## src/rtl/posit_pkg.sv

```systemverilog
// Shared types and constants for the posit divider post-processing slice.
package posit_pkg;

  typedef enum logic [1:0] {
    StIdle,
    StNorm,
    StRound,
    StPack
  } state_e;

  localparam int unsigned DefN     = 16;
  localparam int unsigned DefEs    = 1;
  localparam int unsigned DefWidth = 25;
  localparam int unsigned DefSw    = 10;

  localparam logic [DefN-1:0] MaxPos = 16'h7FFF;
  localparam logic [DefN-1:0] MinPos = 16'h0001;
  localparam logic [DefN-1:0] NaR    = 16'h8000;

  // Largest scale that still encodes without saturating.
  function automatic int max_scale(int unsigned n, int unsigned es);
    return int'((n - 2) << es);
  endfunction

endpackage

```

## src/rtl/posit_lzc.sv

```systemverilog
// Parameterised leading-zero counter; used only in the POSIT_DIV_POST_FASTNORM_EN build.
module posit_lzc #(
  parameter int unsigned WIDTH = 25,
  localparam int unsigned CW   = $clog2(WIDTH + 1)
) (
  input  logic [WIDTH-1:0] value,
  output logic [CW-1:0]    count
);

  // Ascending scan: the highest set bit writes last and wins.
  always_comb begin
    count = CW'(WIDTH);
    for (int i = 0; i < WIDTH; i++) begin
      if (value[i]) count = CW'(WIDTH - 1 - i);
    end
  end

endmodule

```

## src/rtl/posit_div_post.sv

```systemverilog
// Divider post-processing: normalise, round (nearest-even) and pack into a posit.
// Optional macro POSIT_DIV_POST_FASTNORM_EN: single-cycle normalisation via posit_lzc.
module posit_div_post
  import posit_pkg::*;
#(
  parameter int unsigned N     = DefN,
  parameter int unsigned ES    = DefEs,
  parameter int unsigned WIDTH = DefWidth,
  parameter int unsigned SW    = DefSw
) (
  input  logic                 clk,
  input  logic                 reset,
  input  logic                 div_done,
  input  logic [WIDTH-1:0]     q_in,
  input  logic [WIDTH-1:0]     r_in,
  input  logic                 sign_in,
  input  logic signed [SW-1:0] scale_in,
  input  logic                 nar_in,
  output logic [N-1:0]         result,
  output logic                 out_valid,
  output logic                 busy,
  output logic                 overrun
);

  localparam int unsigned BW       = N + ES + WIDTH + 1;
  localparam int          MaxScale = max_scale(N, ES);
  localparam logic [N-1:0] MaxPosV = {1'b0, {(N - 1){1'b1}}};
  localparam logic [N-1:0] MinPosV = N'(1);
  localparam logic [N-1:0] NarV    = {1'b1, {(N - 1){1'b0}}};

  state_e                state_q, state_d;
  logic                  div_done_q;
  logic [WIDTH-1:0]      q_q, q_d;
  logic signed [SW-1:0]  scale_q, scale_d;
  logic                  sign_q, sign_d;
  logic                  nar_q, nar_d;
  logic                  zero_q, zero_d;
  logic                  sticky_q, sticky_d;
  logic [N-2:0]          mag_q, mag_d;
  logic [N-1:0]          result_q, result_d;
  logic                  out_valid_q, overrun_q;
  logic                  rise;

  assign rise = div_done & ~div_done_q;

`ifdef POSIT_DIV_POST_FASTNORM_EN
  localparam int unsigned CW = $clog2(WIDTH + 1);
  logic [CW-1:0] lz_cnt;

  posit_lzc #(
    .WIDTH(WIDTH)
  ) u_lzc (
    .value(q_q),
    .count(lz_cnt)
  );
`endif

  // Rounding datapath: {regime marker, e, fraction} stretched by an arithmetic
  // shift so the fill replicates the regime run (ones for k>=0, zeros for k<0).
  logic signed [SW-1:0] k;
  logic [SW-1:0]        sh_amt;
  logic [BW-1:0]        body, shifted;
  logic [N-2:0]         p;
  logic                 guard, sticky, round_up;
  logic [N-1:0]         rounded;
  logic [N-2:0]         mag_rnd;

  always_comb begin
    k        = scale_q >>> ES;
    sh_amt   = k[SW-1] ? ~k : k;
    body     = {~k[SW-1], k[SW-1], scale_q[ES-1:0], q_q[WIDTH-2:0], {N{1'b0}}};
    shifted  = $signed(body) >>> sh_amt;
    p        = shifted[BW-1 -: N-1];
    guard    = shifted[BW-N];
    sticky   = (|shifted[BW-N-1:0]) | sticky_q;
    round_up = guard & (sticky | p[0]);
    rounded  = {1'b0, p} + N'(round_up);
    mag_rnd  = rounded[N-1] ? MaxPosV[N-2:0] : rounded[N-2:0];
  end

  always_comb begin
    state_d  = state_q;
    q_d      = q_q;
    scale_d  = scale_q;
    sign_d   = sign_q;
    nar_d    = nar_q;
    zero_d   = zero_q;
    sticky_d = sticky_q;
    mag_d    = mag_q;
    unique case (state_q)
      StIdle: begin
        if (rise) begin
          q_d      = q_in;
          scale_d  = scale_in;
          sign_d   = sign_in;
          nar_d    = nar_in;
          zero_d   = (q_in == '0);
          sticky_d = |r_in;
          state_d  = (nar_in || q_in == '0) ? StPack : StNorm;
        end
      end
      StNorm: begin
`ifdef POSIT_DIV_POST_FASTNORM_EN
        q_d     = q_q << lz_cnt;
        scale_d = scale_q - SW'(lz_cnt);
        state_d = StRound;
`else
        if (q_q[WIDTH-1]) begin
          state_d = StRound;
        end else begin
          q_d     = q_q << 1;
          scale_d = scale_q - SW'(1);
        end
`endif
      end
      StRound: begin
        mag_d   = mag_rnd;
        state_d = StPack;
      end
      StPack: state_d = StIdle;
    endcase
  end

  // Saturation replaces under/overflow so a finite quotient never becomes 0 or NaR.
  int           scale_int;
  logic [N-1:0] mag_pack;

  always_comb begin
    scale_int = int'(scale_q);
    mag_pack  = {1'b0, mag_q};
    if (scale_int > MaxScale) begin
      mag_pack = MaxPosV;
    end else if (scale_int < -MaxScale) begin
      mag_pack = MinPosV;
    end
    if (nar_q) begin
      result_d = NarV;
    end else if (zero_q) begin
      result_d = '0;
    end else begin
      result_d = sign_q ? -mag_pack : mag_pack;
    end
  end

  always_ff @(posedge clk or negedge reset) begin
    if (!reset) begin
      state_q     <= StIdle;
      div_done_q  <= 1'b0;
      q_q         <= '0;
      scale_q     <= '0;
      sign_q      <= 1'b0;
      nar_q       <= 1'b0;
      zero_q      <= 1'b0;
      sticky_q    <= 1'b0;
      mag_q       <= '0;
      result_q    <= '0;
      out_valid_q <= 1'b0;
      overrun_q   <= 1'b0;
    end else begin
      state_q     <= state_d;
      div_done_q  <= div_done;
      q_q         <= q_d;
      scale_q     <= scale_d;
      sign_q      <= sign_d;
      nar_q       <= nar_d;
      zero_q      <= zero_d;
      sticky_q    <= sticky_d;
      mag_q       <= mag_d;
      out_valid_q <= (state_q == StPack);
      overrun_q   <= rise & (state_q != StIdle);
      if (state_q == StPack) result_q <= result_d;
    end
  end

  assign result    = result_q;
  assign out_valid = out_valid_q;
  assign overrun   = overrun_q;
  assign busy      = (state_q != StIdle);

endmodule

```

## config.mk

```make
export PLATFORM = sky130hd
export DESIGN_NAME = posit_div_post
export DESIGN_NICKNAME = d
export VERILOG_FILES = /design/src/rtl/posit_pkg.sv /design/src/rtl/posit_lzc.sv /design/src/rtl/posit_div_post.sv
export SDC_FILE = /design/constraint.sdc
export NUM_CORES = 1
export LEC_CHECK = 0
export BUFFER_PORTS_ARGS = -buffer_cell sky130_fd_sc_hd__buf_2
export CAP_MARGIN = 10
export CORE_ASPECT_RATIO = 0.8
export CORE_MARGIN = 5
export CORE_UTILIZATION = 45
export DETAILED_ROUTE_END_ITERATION = 16
export SYNTH_ARGS = -nofsm -noshare
export SYNTH_HDL_FRONTEND = slang
export SYNTH_SLANG_ARGS = --single-unit
```

## constraint.sdc

```tcl
create_clock -name clk -period 8.2 [get_ports clk]
set_clock_uncertainty 0.2 [all_clocks]
set_input_delay 1.23 -clock clk [delete_from_list [all_inputs] [get_ports clk]]
set_output_delay 1.23 -clock clk [all_outputs]
set_load 0.02 [all_outputs]
```

# --- Word level (Yosys, flattened, before mapping) ---
# Index checks and enable logic that the tools add are counted.
op_classes:
  magnitude_cmp: 2
  bitwise_logic: 8
  shifts: 1
  eq_ne: 6
  n_reduce_logical: 11
  n_addsub: 3
  mux: 17
op_table:
  columns: ["operator", "n"]
  rows:
  - ["two-way mux 25 bit", 2]
  - ["one-hot mux 25 bit (2 select lines)", 1]
  - ["two-way mux 16 bit", 3]
  - ["two-way mux 15 bit", 3]
  - [">>> shifter 43 x 10 -> 43 bit", 1]
  - ["two-way mux 10 bit", 3]
  - ["OR reduction 27 bit", 1]
  - ["zero test 25 bit", 1]
  - ["OR reduction 25 bit", 1]
  - ["one-hot mux 10 bit (2 select lines)", 1]
  - ["adder 15 x 1 -> 16 bit", 1]
  - ["negator 16 bit", 1]
  - ["> comparator 10 x 6 -> 1 bit, second input constant", 1]
  - ["less-than comparator 10 x 6 -> 1 bit, second input constant", 1]
  - ["NOT 9 -> 10 bit", 1]
  - ["subtractor 10 x 2 -> 10 bit, second input constant", 1]
  - ["one-hot mux 2 bit (4 select lines)", 1]
  - ["two-way mux 2 bit", 3]
  - ["inequality test 2 bit, second input constant", 3]
  - ["AND reduction 2 bit", 3]
  - ["equality test 2 bit, second input constant", 2]
  - ["nonzero test 2 bit", 2]
  - ["bitwise AND 1 bit", 3]
  - ["AND reduction 3 bit", 1]
  - ["other kinds (5)", 7]
totals:
  regBits: 75
  output_inout_bits: 19
  elab_cells: 61
  input_bits: 65

# --- Longest topological paths before layout ---
logic_depth:
  depth_word: 9
  ltp_mapped: 24
  depth_no_buf: 16

# --- Least setup slack after synthesis ---
# No wires, ideal clock.
synth_path:
  kind: "flip-flop to flip-flop"
  from: "register scale_q[9]"
  to: "register mag_q[14]"
  arrival_ps: 4421
  path_slack_ps: 3432
  t_required_ps: 7854
  synth_period_minus_slack_ps: 4768
  stages_incl_launch_ff: 22
  n_path_buf: 6
  cell_sequence: "dfrtp_1 buf_6 buf_4 inv_2 buf_2 buf_2 buf_4 ha_1 buf_6 nand2b_1 or3_1 nand4_1 a2bb2oi_1 a221oi_1 o21ai_0 ha_1 inv_1 a2111oi_4 nand4_1 or3_1 and4bb_1 a311oi_1"
synth_between:
  elab_chain_len: 9
  word_cells_on_any_way: 10
  classes_between: "add/sub: 1; shift: 1; mux: 2; bitwise: 5; reduce/logical: 1"
synth_lines:
  columns: ["item", "line", "source"]
  rows:
  - ["start, declared", "posit_div_post.sv:34", "logic signed [SW-1:0] scale_q, scale_d;"]
  - ["start signal, assigned", "posit_div_post.sv:163", "scale_q <= scale_d;"]
  - ["NOT 9 -> 10 bit", "posit_div_post.sv:70", "sh_amt = k[SW-1] ? ~k : k;"]
  - ["two-way mux 10 bit", "posit_div_post.sv:70", null]
  - [">>> shifter 43 x 10 -> 43 bit (*)", "posit_div_post.sv:72", "shifted = $signed(body) >>> sh_amt;"]
  - ["OR reduction 27 bit", "posit_div_post.sv:75", "sticky = (|shifted[BW-N-1:0]) | sticky_q;"]
  - ["bitwise OR 1 bit", "posit_div_post.sv:75", null]
  - ["bitwise OR 1 bit", "posit_div_post.sv:76", "round_up = guard & (sticky | p[0]);"]
  - ["bitwise AND 1 bit", "posit_div_post.sv:76", null]
  - ["adder 15 x 1 -> 16 bit (*)", "posit_div_post.sv:77", "rounded = {1'b0, p} + N'(round_up);"]
  - ["two-way mux 15 bit (*)", "posit_div_post.sv:78", "mag_rnd = rounded[N-1] ? MaxPosV[N-2:0] : rounded[N-2:0];"]
  - ["end signal, assigned", "posit_div_post.sv:168", "mag_q <= mag_d;"]
  - ["end, declared", "posit_div_post.sv:39", "logic [N-2:0] mag_q, mag_d;"]
# Mark *: on every way between the ends. The rest lies on a longest branch, timed or not.
# A chain may end at the register's enable or synchronous reset.

# --- Worst setup path in the final report ---
# Same ends and word-level chain as after synthesis.

==> out/results.tsv <==
stage	metric	value	unit
synth	top area cells in the synthesized netlist	sky130_fd_sc_hd__dfrtp_1 (24%), sky130_fd_sc_hd__a21oi_1 (6.8%), sky130_fd_sc_hd__nor2_1 (5.1%), sky130_fd_sc_hd__nand2_1 (4.4%), sky130_fd_sc_hd__o21ai_0 (3.8%)	
sta	endpoints failing hold	0	
grt	maximum number of pins on one net before global-route repair	91	
route	DRC violations left	0	
synth	Syn Inst Count	1081	
sta	Final Critical Period	5520	ps
synth	synth unique cells	100	
worst_setup_path	start-to-end type of the worst setup path	register to register	
floorplanning	Die Ht	129	um
placement	Port Buffer Count	83	
run	# Max-Cap Violations	0	
grt	Congestion Overflow GR	0	
clock_network	number of clock buffers inserted by TritonCTS	9	
route	met2 routed WL	10.7	mm
grt	vias in the first global route	7558	
route	via count	8557	
placement	HPWL Detailed	19.8	mm
clock_network	post_cts resized	0	
floorplanning	Die Span X	159	um
sta	Worst-Margin Slew	1130	ps
outcome	status	completed	
worst_setup_path	Crit path required time	8200	ps
worst_setup_path	Max Fanout on Critical Path	40	
worst_setup_path	CP arrival	5520	ps
clock_network	Worst-Skew Late Latency	340	ps
worst_setup_path	startpoint type of the worst setup path	register	
route	remaining number of nets flagged by the antenna check after routing	0	
worst_setup_path	slowest stage cell, crit path	sky130_fd_sc_hd__dfrtp_4	
clock_network	number of sinks handled by clock tree synthesis	75	
hold_path	worst min-delay path class	register to register	
route	routed wire length on met3	3.19	mm
route	sum of routed wire segments on met1	13.2	mm
route	sum of routed wire length over all layers	27.4	mm
route	mean routed wirelength per cell	21.0	um
grt	number of antenna violations at the first check in global routing	0	
grt	GRT Util Overall	25.9	%
worst_setup_path	CP endpoint kind	register	
route	uppermost layer routed	met4	
cells_and_area	layout net count	1158	
placement	placed cell count	1293	
grt	global-route wire length before repair	43.7	mm
sta	Max transition margin	24.3	%
placement	RD Place Congestion	0.956	
clock_network	CTS Buffer Depth	2	
route	via density per instance	6.54	
sta	count of pins over their slew limit	0	
floorplanning	floorplan row count	43	
sta	Fin Setup TNS	0	ps
clock_network	clock root buffer	sky130_fd_sc_hd__clkbuf_16	
sta	RSZ-0062 raised after global routing	no	
synth	share of Yosys cell area claimed by the top area cell type	23.5	%
placement	cell area after placement	0.00823	mm^2
worst_setup_path	Critical Path Max Stage Delay	650	ps
cells_and_area	number of non-filler instances in the completed layout	1309	
cells_and_area	post-synthesis to final-layout area growth	6.65	%
route	number of violations reported at the end of detailed-routing iteration 0	1375	
synth	post-synth net total	1160	
sta	tightest hold margin	280	ps
sta	total of endpoints with negative setup slack in the final report	0	
floorplanning	effective utilization at floorplan	45.9	%
synth	post-synthesis instance area	0.00798	mm^2
clock_network	clock-pin slew on the worst setup and hold paths	60	ps
clock_network	setup bufs post-CTS	0	
synth	top cell type by total area after synthesis	sky130_fd_sc_hd__dfrtp_1	
sta	share of the clock period used by the worst path	67.4	%
worst_setup_path	total buffers and inverters traversed by the critical path	2	
synth	flip-flop and latch count after synthesis	75	
synth	Main synth FF type	sky130_fd_sc_hd__dfrtp_1	
floorplanning	floorplan core area	0.0174	mm^2
hold_path	instance count along the most critical hold path	1	
synth	warning count from the yosys run	0	
worst_setup_path	list of cells traversed by the critical path	inv_2 -> ha_1 -> nand2b_1 -> or3_1 -> nand4_1 -> a2bb2oi_1 -> a221oi_1 -> o21ai_0 -> ha_1 -> inv_1 -> a2111oi_4 -> nand4_1 -> or3_1 -> and4bb_1 -> a311oi_1	
cells_and_area	fraction of layout cells with a size suffix above 1	14.8	%
floorplanning	Total Die Area	0.0205	mm^2
synth	share of synthesized flip-flops with an asynchronous set or reset	100	%
synth	portion of the post-synthesis area used by sequential elements	23.5	%
cells_and_area	Antenna Cells	0	
synth	average footprint of a synthesized cell	7.38	um^2
synth	count of flip-flops with a built-in enable after synthesis	0	
cells_and_area	Layout Cell Area excl Fill	0.00851	mm^2
worst_setup_path	Top delay family on crit path	simple AND/OR/NAND/NOR gates	
worst_setup_path	worst-case register-to-register setup slack	2680	ps
clock_network	Post-CTS Hold Buffers	0	
clock_network	count of H-tree levels built during CTS	3	
route	number of iterations in the first detailed-routing pass	6	
floorplanning	number of placed I/O pins	84	
worst_setup_path	cell depth of the worst setup path	15	
sta	maximum clock frequency	0.181	GHz
clock_network	CTS tree	built	
worst_setup_path	cell count of the worst reg-to-reg path	15	
==> stage by stage <==
step                      worst slack (ps)  util (%)
final                                 2680      49.0
after global routing                  2370      49.0
after CTS                             2830      49.0
after detailed placement              2860      47.3
after global placement                2940      47.3
after floorplan                       3430         -
==> layer usage <==
metal	vias up	GRT usage, %
met5	-	0
met4	0	5.47
met3	28	5.34
met2	483	35.1
met1	4006	41.5
li1	4040	-
==> area by class of cell <==
class	count	area (um^2)
clock buffer	9	225
clock inverter	7	60.1
fill	1758	8860
inverter	30	113
multi-input combinational	868	5440
sequential	75	1880
tap	225	282
timing repair buffer	95	508
==> final timing paths <==
path                                         from                      to
setup / recovery           scale_q[9]$_DFFE_PN0P_   mag_q[14]$_DFFE_PN0P_
hold / removal             result[13]$_DFFE_PN0P_  result[13]$_DFFE_PN0P_
setup reg to reg           scale_q[9]$_DFFE_PN0P_   mag_q[14]$_DFFE_PN0P_
hold reg to reg            result[13]$_DFFE_PN0P_  result[13]$_DFFE_PN0P_
max in group asynchronous                   reset  scale_q[9]$_DFFE_PN0P_
min in group asynchronous                   reset      q_q[6]$_DFFE_PN0P_
==> kinds of logic (layout without fill, tap and decap cells) <==
logic type	count (synthesis)	in the layout	share of synthesized area, %
and+or+nand+nor	411	411	26.3
muxes	20	20	2.73
adders and majority gates	16	16	2.45
AOI/OAI and AO/OA	402	402	34.4
buffers and inverters	138	141	8.48
DFF	75	75	23.5
xor gates and xnor gates	19	19	2.18
==> sequential cells by signal, indices dropped and copies added (netlist names) <==
name,flops
out_valid,1
scale_q,10
div_done_q,1
mag_q,15
nar_q,1
overrun,1
state_q,2
sign_q,1
q_q,25
zero_q,1
result,16
sticky_q,1
==> cells in the mapped netlist, types with 6 or more instances <==
cell / number
sky130_fd_sc_hd__a22oi_1: 30
sky130_fd_sc_hd__a21oi_2: 10
sky130_fd_sc_hd__a221oi_1: 9
sky130_fd_sc_hd__o31ai_1: 9
sky130_fd_sc_hd__mux2i_1: 15
sky130_fd_sc_hd__xnor2_1: 9
sky130_fd_sc_hd__clkbuf_1: 57
sky130_fd_sc_hd__buf_4: 9
sky130_fd_sc_hd__a21oi_1: 108
sky130_fd_sc_hd__o2bb2ai_1: 12
sky130_fd_sc_hd__buf_6: 11
sky130_fd_sc_hd__o2111ai_1: 6
sky130_fd_sc_hd__nand4_1: 10
sky130_fd_sc_hd__nand2_1: 93
sky130_fd_sc_hd__ha_1: 14
sky130_fd_sc_hd__buf_2: 25
sky130_fd_sc_hd__nor3_1: 37
sky130_fd_sc_hd__nor3b_1: 6
sky130_fd_sc_hd__nor2b_1: 21
sky130_fd_sc_hd__a21boi_0: 6
sky130_fd_sc_hd__a211oi_1: 19
sky130_fd_sc_hd__nand3b_1: 9
sky130_fd_sc_hd__nand2b_1: 26
sky130_fd_sc_hd__o21ai_1: 9
sky130_fd_sc_hd__a2bb2oi_1: 6
sky130_fd_sc_hd__or3_1: 10
sky130_fd_sc_hd__o221ai_1: 6
sky130_fd_sc_hd__nor2_1: 109
sky130_fd_sc_hd__o22ai_1: 19
sky130_fd_sc_hd__xor2_1: 9
sky130_fd_sc_hd__a31oi_1: 14
sky130_fd_sc_hd__inv_1: 27
sky130_fd_sc_hd__o21ai_0: 61
sky130_fd_sc_hd__nor4_1: 24
sky130_fd_sc_hd__nand3_1: 26
sky130_fd_sc_hd__o211ai_1: 7
sky130_fd_sc_hd__dfrtp_1: 75
==> cells in the final DEF, fill, tap and decap left out, drive strengths merged, types with 12 or more instances in the layout <==
| cell | instances |
|---|---|
| o22ai | 19 |
| nor4 | 24 |
| buf | 95 |
| nor2 | 111 |
| nor2b | 21 |
| a31oi | 15 |
| a21oi | 118 |
| nand2b | 26 |
| nor3 | 39 |
| nand3 | 26 |
| mux2i | 15 |
| o21ai | 71 |
| a22oi | 30 |
| dfrtp | 75 |
| inv | 32 |
| nand2 | 94 |
| ha | 14 |
| o2bb2ai | 12 |
| a211oi | 21 |
Power is left out: the tool's default activity adds up to more than one toggle a clock period on the data nets, which glitch-free logic cannot reach.
